$ cat src/rtl/sfifo_pkg.sv
// Shared sizing helpers for the FIFO read-side stream adapter.
package sfifo_pkg;

  localparam int FIFO_DLY_MAX = 2;

  function automatic int buf_depth(input int dly);
    return dly + 2;
  endfunction

  function automatic int cnt_width(input int dly);
    return $clog2(buf_depth(dly) + 1);
  endfunction

endpackage

$ cat src/rtl/sfifo_skid_buf.sv
// In-order skid queue; the head always sits in slot 0 so the output
// is a plain register read.
module sfifo_skid_buf
  import sfifo_pkg::*;
#(
  parameter int FIFO_W = 32,
  parameter int BUF_D  = 2,
  localparam int CW    = $clog2(BUF_D + 1)
) (
  input  logic              clk,
  input  logic              rst,
  input  logic              clr,
  input  logic              wr_en,
  input  logic [FIFO_W-1:0] wr_dat,
  input  logic              rd_en,
  output logic [FIFO_W-1:0] rd_dat,
  output logic [CW-1:0]     cnt
);

  logic [BUF_D-1:0][FIFO_W-1:0] mem_q, mem_d;
  logic [CW-1:0]                cnt_q, cnt_d;

  // Pop shifts first, so a same-cycle write lands behind the new head.
  always_comb begin
    mem_d = mem_q;
    cnt_d = cnt_q;
    if (rd_en) begin
      for (int i = 0; i < BUF_D - 1; i++)
        mem_d[i] = mem_q[i+1];
      cnt_d = cnt_q - CW'(1);
    end
    if (wr_en) begin
      for (int i = 0; i < BUF_D; i++)
        if (i == int'(cnt_d))
          mem_d[i] = wr_dat;
      cnt_d = cnt_d + CW'(1);
    end
    if (clr)
      cnt_d = '0;
  end

  always_ff @(posedge clk or posedge rst) begin
    if (rst) begin
      mem_q <= '0;
      cnt_q <= '0;
    end else begin
      mem_q <= mem_d;
      cnt_q <= cnt_d;
    end
  end

  assign rd_dat = mem_q[0];
  assign cnt    = cnt_q;

endmodule

$ cat src/rtl/sfifo_rd_strm.sv
// Drains a fixed-latency synchronous FIFO into a valid/ready stream,
// tracking in-flight reads so the skid buffer can never overflow.
module sfifo_rd_strm
  import sfifo_pkg::*;
#(
  parameter int FIFO_W   = 32,
  parameter int FIFO_D   = 12,
  parameter int FIFO_DLY = 0,
  localparam int FIFO_ADR = $clog2(FIFO_D)
) (
  input  logic                           clk,
  input  logic                           rst,
  output logic                           fifo_re,
  input  logic [FIFO_W-1:0]              fifo_rd,
  input  logic                           fifo_empt,
  input  logic                           fifo_udf,
  input  logic                           fifo_fsh,
  output logic                           m_vld,
  output logic [FIFO_W-1:0]              m_dat,
  input  logic                           m_rdy,
  output logic [cnt_width(FIFO_DLY)-1:0] buf_cnt,
  output logic [31:0]                    xfer_cnt,
  output logic                           udf_err
);

  localparam int BUF_D = buf_depth(FIFO_DLY);
  localparam int CW    = cnt_width(FIFO_DLY);
  localparam int TW    = (FIFO_DLY > 0) ? FIFO_DLY : 1;

  if (FIFO_DLY < 0 || FIFO_DLY > FIFO_DLY_MAX ||
      (1 << FIFO_ADR) < FIFO_D) begin : g_bad_cfg
    $error("sfifo_rd_strm: unsupported FIFO_DLY/FIFO_D");
  end

  logic [TW-1:0] tag_q, tag_d;
  logic [31:0]   xfer_cnt_q, xfer_cnt_d;
  logic          udf_q, udf_d;
  logic [CW-1:0] occ, infl;
  logic          xfer, wr_en;

  always_comb begin
    infl = '0;
    for (int i = 0; i < TW; i++)
      if (i < FIFO_DLY)
        infl = infl + CW'(tag_q[i]);
  end

  // Reads are issued only while buffered + in-flight words leave room.
  assign fifo_re = !rst && !fifo_empt && !fifo_fsh &&
                   ((occ + infl) < CW'(BUF_D));

  always_comb begin
    tag_d = '0;
    if (FIFO_DLY > 0 && !fifo_fsh) begin
      tag_d[0] = fifo_re;
      for (int i = 1; i < TW; i++)
        tag_d[i] = tag_q[i-1];
    end
  end

  assign wr_en      = (FIFO_DLY == 0) ? fifo_re : tag_q[TW-1];
  assign m_vld      = (occ != '0);
  assign xfer       = m_vld && m_rdy;
  assign xfer_cnt_d = xfer_cnt_q + 32'(xfer);
  assign udf_d      = udf_q | fifo_udf;

  sfifo_skid_buf #(
    .FIFO_W(FIFO_W),
    .BUF_D (BUF_D)
  ) u_buf (
    .clk   (clk),
    .rst   (rst),
    .clr   (fifo_fsh),
    .wr_en (wr_en),
    .wr_dat(fifo_rd),
    .rd_en (xfer),
    .rd_dat(m_dat),
    .cnt   (occ)
  );

  always_ff @(posedge clk or posedge rst) begin
    if (rst) begin
      tag_q      <= '0;
      xfer_cnt_q <= '0;
      udf_q      <= 1'b0;
    end else begin
      tag_q      <= tag_d;
      xfer_cnt_q <= xfer_cnt_d;
      udf_q      <= udf_d;
    end
  end

  assign buf_cnt  = occ;
  assign xfer_cnt = xfer_cnt_q;
  assign udf_err  = udf_q;

endmodule

$ cat config.mk
export PLATFORM = sky130hd
export DESIGN_NAME = sfifo_rd_strm
export DESIGN_NICKNAME = d
export VERILOG_FILES = /design/src/rtl/sfifo_pkg.sv /design/src/rtl/sfifo_skid_buf.sv /design/src/rtl/sfifo_rd_strm.sv
export SDC_FILE = /design/constraint.sdc
export NUM_CORES = 1
export LEC_CHECK = 0
export ABC_AREA = 1
export BUFFER_PORTS_ARGS = -buffer_cell sky130_fd_sc_hd__buf_2
export CAP_MARGIN = 10
export CORE_MARGIN = 2
export CORE_UTILIZATION = 45
export CTS_CLUSTER_DIAMETER = 60
export DETAILED_ROUTE_END_ITERATION = 8
export PLACE_DENSITY = 0.68
export SETUP_SLACK_MARGIN = 0.3
export SYNTH_ARGS = -nofsm -noshare
export SYNTH_HDL_FRONTEND = slang
export SYNTH_SLANG_ARGS = --single-unit
$ cat constraint.sdc
create_clock -name clk -period 9.64 [get_ports clk]
set_clock_uncertainty 0.1 [all_clocks]
set_input_delay 2.41 -clock clk [delete_from_list [all_inputs] [get_ports clk]]
set_output_delay 2.41 -clock clk [all_outputs]
set_load 0.01 [all_outputs]
==> key figures <==
Setup path
  • Crit path DAT: 3.44 ns
  • Buf/Inv on CP: 4
  • Cell family with most CP delay: buffers and inverters
  • Critical path class: primary input to primary output
  • Critical Path, Cell by Cell: buf_2 -> inv_4 -> nand3_2 -> inv_4 -> buf_2
  • Maximum fanout along the worst path: 43
  • CP startpoint kind: primary input
  • WP data required: 7.13 ns
  • Slowest CP cell: inv_4
  • Crit. End Element: primary output
  • CP max stage delay: 0.38 ns

Timing
  • Hold_ws: 0.3634 ns
  • Fin Setup TNS: 0 ns
  • RSZ-0062 raised after global routing: false
  • Hold Vio Cnt, Final: 0
  • Slew margin rel.: 26.29%
  • Maximum clock frequency: 168.2 MHz
  • Period utilization: 61.68%
  • Final setup fails: 0
  • Worst slew pin tran: 1.104 ns
  • Period minus WS final: 5.946 ns
  • Final Max Slew Viols: 0

Synthesis
  • Cell taking the most area after synthesis: dfrtp_1
  • Post-Syn Area per Cell: 7.829 µm²
  • Area share of the largest cell type after synthesis: 50.23%
  • Complex-gate fraction of the synthesized area: 6.900%
  • Largest family of logic cells by synthesized area: simple AND/OR/NAND/NOR gates
  • Xor and xnor fraction of the mapped netlist area: 2.664%
  • Mapped Cells: 630
  • Simple-gate share of the synthesized area: 27.98%
  • Post-synthesis sequential area ratio: 50.23%
  • Leading cell types by total area after synthesis: dfrtp_1, nand2_1, o21ai_0
  • Mapped Nets: 673
  • Post-synthesis mux area share: 0%
  • Unique masters post-synth: 24
  • Yosys warnings: 0
  • Post-synthesis cell area: 0.004932 mm²
  • Seq cells post-synth: 99
  • Post-synthesis adder-cell area fraction: 1.268%

GRT
  • Total grt overflow: 0
  • Vias in the first global route: 3689
  • Total track usage: 18.38%
  • Antenna violations before repair: 1
  • First-pass GRT wire length: 17080 µm
  • Largest net degree at the start of global routing: 65

Placed design
  • Placed insts: 827
  • I/O Buffers: 106
  • Dpl cell area: 0.005328 mm²
  • Placer Congestion: 0.8427
  • DP HPWL: 7252 µm

Cells and area
  • Fillers: 1095
  • Share of cells above drive strength 1: 19.49%
  • Nets@finish: 741
  • Syn-to-layout area delta: 11.52%
  • Cell Count, Final, Fillers Out: 843
  • N_diodes: 0
  • Finished Cell Area: 0.005500 mm²

Routing
  • Initial DRC Count: 223
  • Via density: 4.766
  • Drt drc: 0
  • Final ANT Viol Nets: 0
  • Pre-antenna DRT Iters: 6
  • Wire per inst: 12.35 µm
  • Routed vias: 4018
  • Detailed Route WL: 10410 µm

Floorplanning
  • Die H: 108.7 µm
  • Starting Density: 45.90%
  • Ports: 107
  • # rows: 38
  • Core area: 0.01075 mm²
  • Die W: 108.7 µm
  • Die area: 0.01181 mm²

Clock tree
  • Worst skew pair latency: 0.36 ns
  • PostCTS Resize Cnt: 0
  • Max Root-Sink Buffers: 2
  • Num CTS Buffers: 9
  • Clock sink count: 99
  • H-tree levels: 3
  • # Post-CTS Setup Buffers: 0
  • CTS tree: built
  • Post-CTS Hold Fix Bufs: 0
  • Clk slew on worst S/H paths: 0.08 ns
  • Root Driver: clkbuf_8

Outcome
  • Status: completed

Pwr
  • Peak supply drop: 0.1317 mV
  • Design Power: 1.192 mW
  • PD cells: 216.8 mW/mm²
  • P_leak: 3.014 nW

Hold path
  • Hold Crit Class: register to register

Job
  • Max_cap viols: 0
## cells by family (layout without fill, tap and decap cells)
kind of cell,count (synthesis),in the layout
xor+xnor,15,15
simple gates,335,335
fa+ha+maj,5,5
flops,99,99
buf+inv,108,181
compound gates,68,68
## path summary, 6_finish.rpt
| kind | startpoint | endpoint | slack [ns] | cells past startpoint |
|---|---|---|---|---|
| max in group asynchronous | rst | u_buf.mem_q[60]$_DFFE_PP0P_ | 6.29 | 3 |
| worst min register to register | udf_err$_DFF_PP0_ | udf_err$_DFF_PP0_ | 0.36 | 1 |
| worst min-delay path | udf_err$_DFF_PP0_ | udf_err$_DFF_PP0_ | 0.36 | 1 |
| worst max register to register | u_buf.cnt[1]$_DFF_PP0_ | xfer_cnt[17]$_DFF_PP0_ | 6.31 | 11 |
| min in group asynchronous | rst | xfer_cnt[22]$_DFF_PP0_ | 1.99 | 2 |
| worst max-delay path | rst | fifo_re | 3.69 | 5 |
## per-layer routing
metal / up-vias / track usage, % / part of all wire, %
met5: - / 0 / 0.12
met4: 2 / 6.502 / 0.84
met3: 8 / 4.423 / 6.0
met2: 109 / 29.69 / 48
met1: 1867 / 24.22 / 45
li1: 2032 / - / -
## power by group
part	internal (mW)	switching [mW]
clock	0.102	0.138
sequential	0.537	0.0685
combinational	0.140	0.206
total	0.779	0.413
## worst register-to-register path: cells and delay by family, from the launching register on
kind	cells	cell delay (ns)
flops	1	0.37
buf+inv	3	1.18
simple gates	6	1.10
fa+ha+maj	2	0.47
## cells in the mapped netlist, drive strengths merged
library cell / n
nand4: 4
a21oi: 1
nand3: 9
ha: 5
clkbuf: 6
o21ai: 67
inv: 58
xor2: 11
or2: 1
nand3b: 11
buf: 44
nand2: 262
dfrtp: 99
xnor2: 4
nor2: 48
## per-stage QoR
stage          setup slack, ns  util (%)
6_report                 3.694     51.19
5_1_grt                  3.566     51.19
4_1_cts                  3.649     51.19
3_5_place_dp             3.650     49.58
3_3_place_gp             3.675     49.58
2_1_floorplan            2.109         -
## state kept, by name, summed over array words and instances, names as in the netlist
name,count
u_buf.rd_dat,32
u_buf.cnt,2
udf_err,1
u_buf.mem_q,32
xfer_cnt,32
## placed cells by master (no fill, tap or decap)
master      Yosys  routed
inv_4           1       2
buf_4          32       1
nor2_1         39      39
or2_2           1       1
nor2_4          2       2
nand4_1         4       4
xnor2_1         4       4
inv_1          57      56
o21ai_1         2       2
buf_2          10     106
nor2_2          7       7
nand3b_1       11      11
clkinvlp_4      0       2
nand3_2         1       1
clkinv_4        0       1
nand3_1         8       8
ha_1            5       5
clkbuf_8        0      10
clkbuf_1        6       3
dfrtp_1        99      99
a21oi_1         1       1
nand2_2         2       2
xor2_1         11      11
nand2_1       258     258
nand2_4         2       2
o21ai_0        65      65
## cell type report
| class | count | area [µm²] | share of cell area [%] |
|---|---|---|---|
| sequential | 99 | 2477 | 45.04 |
| timing repair buffer | 107 | 538.0 | 9.782 |
| tap | 140 | 175.2 | 3.185 |
| clock inverter | 3 | 23.77 | 0.4322 |
| clock buffer | 13 | 148.9 | 2.707 |
| multi-input combinational | 423 | 1914 | 34.80 |
| inverter | 58 | 222.7 | 4.049 |
No activity file was read; power rests on OpenSTA's default activity.
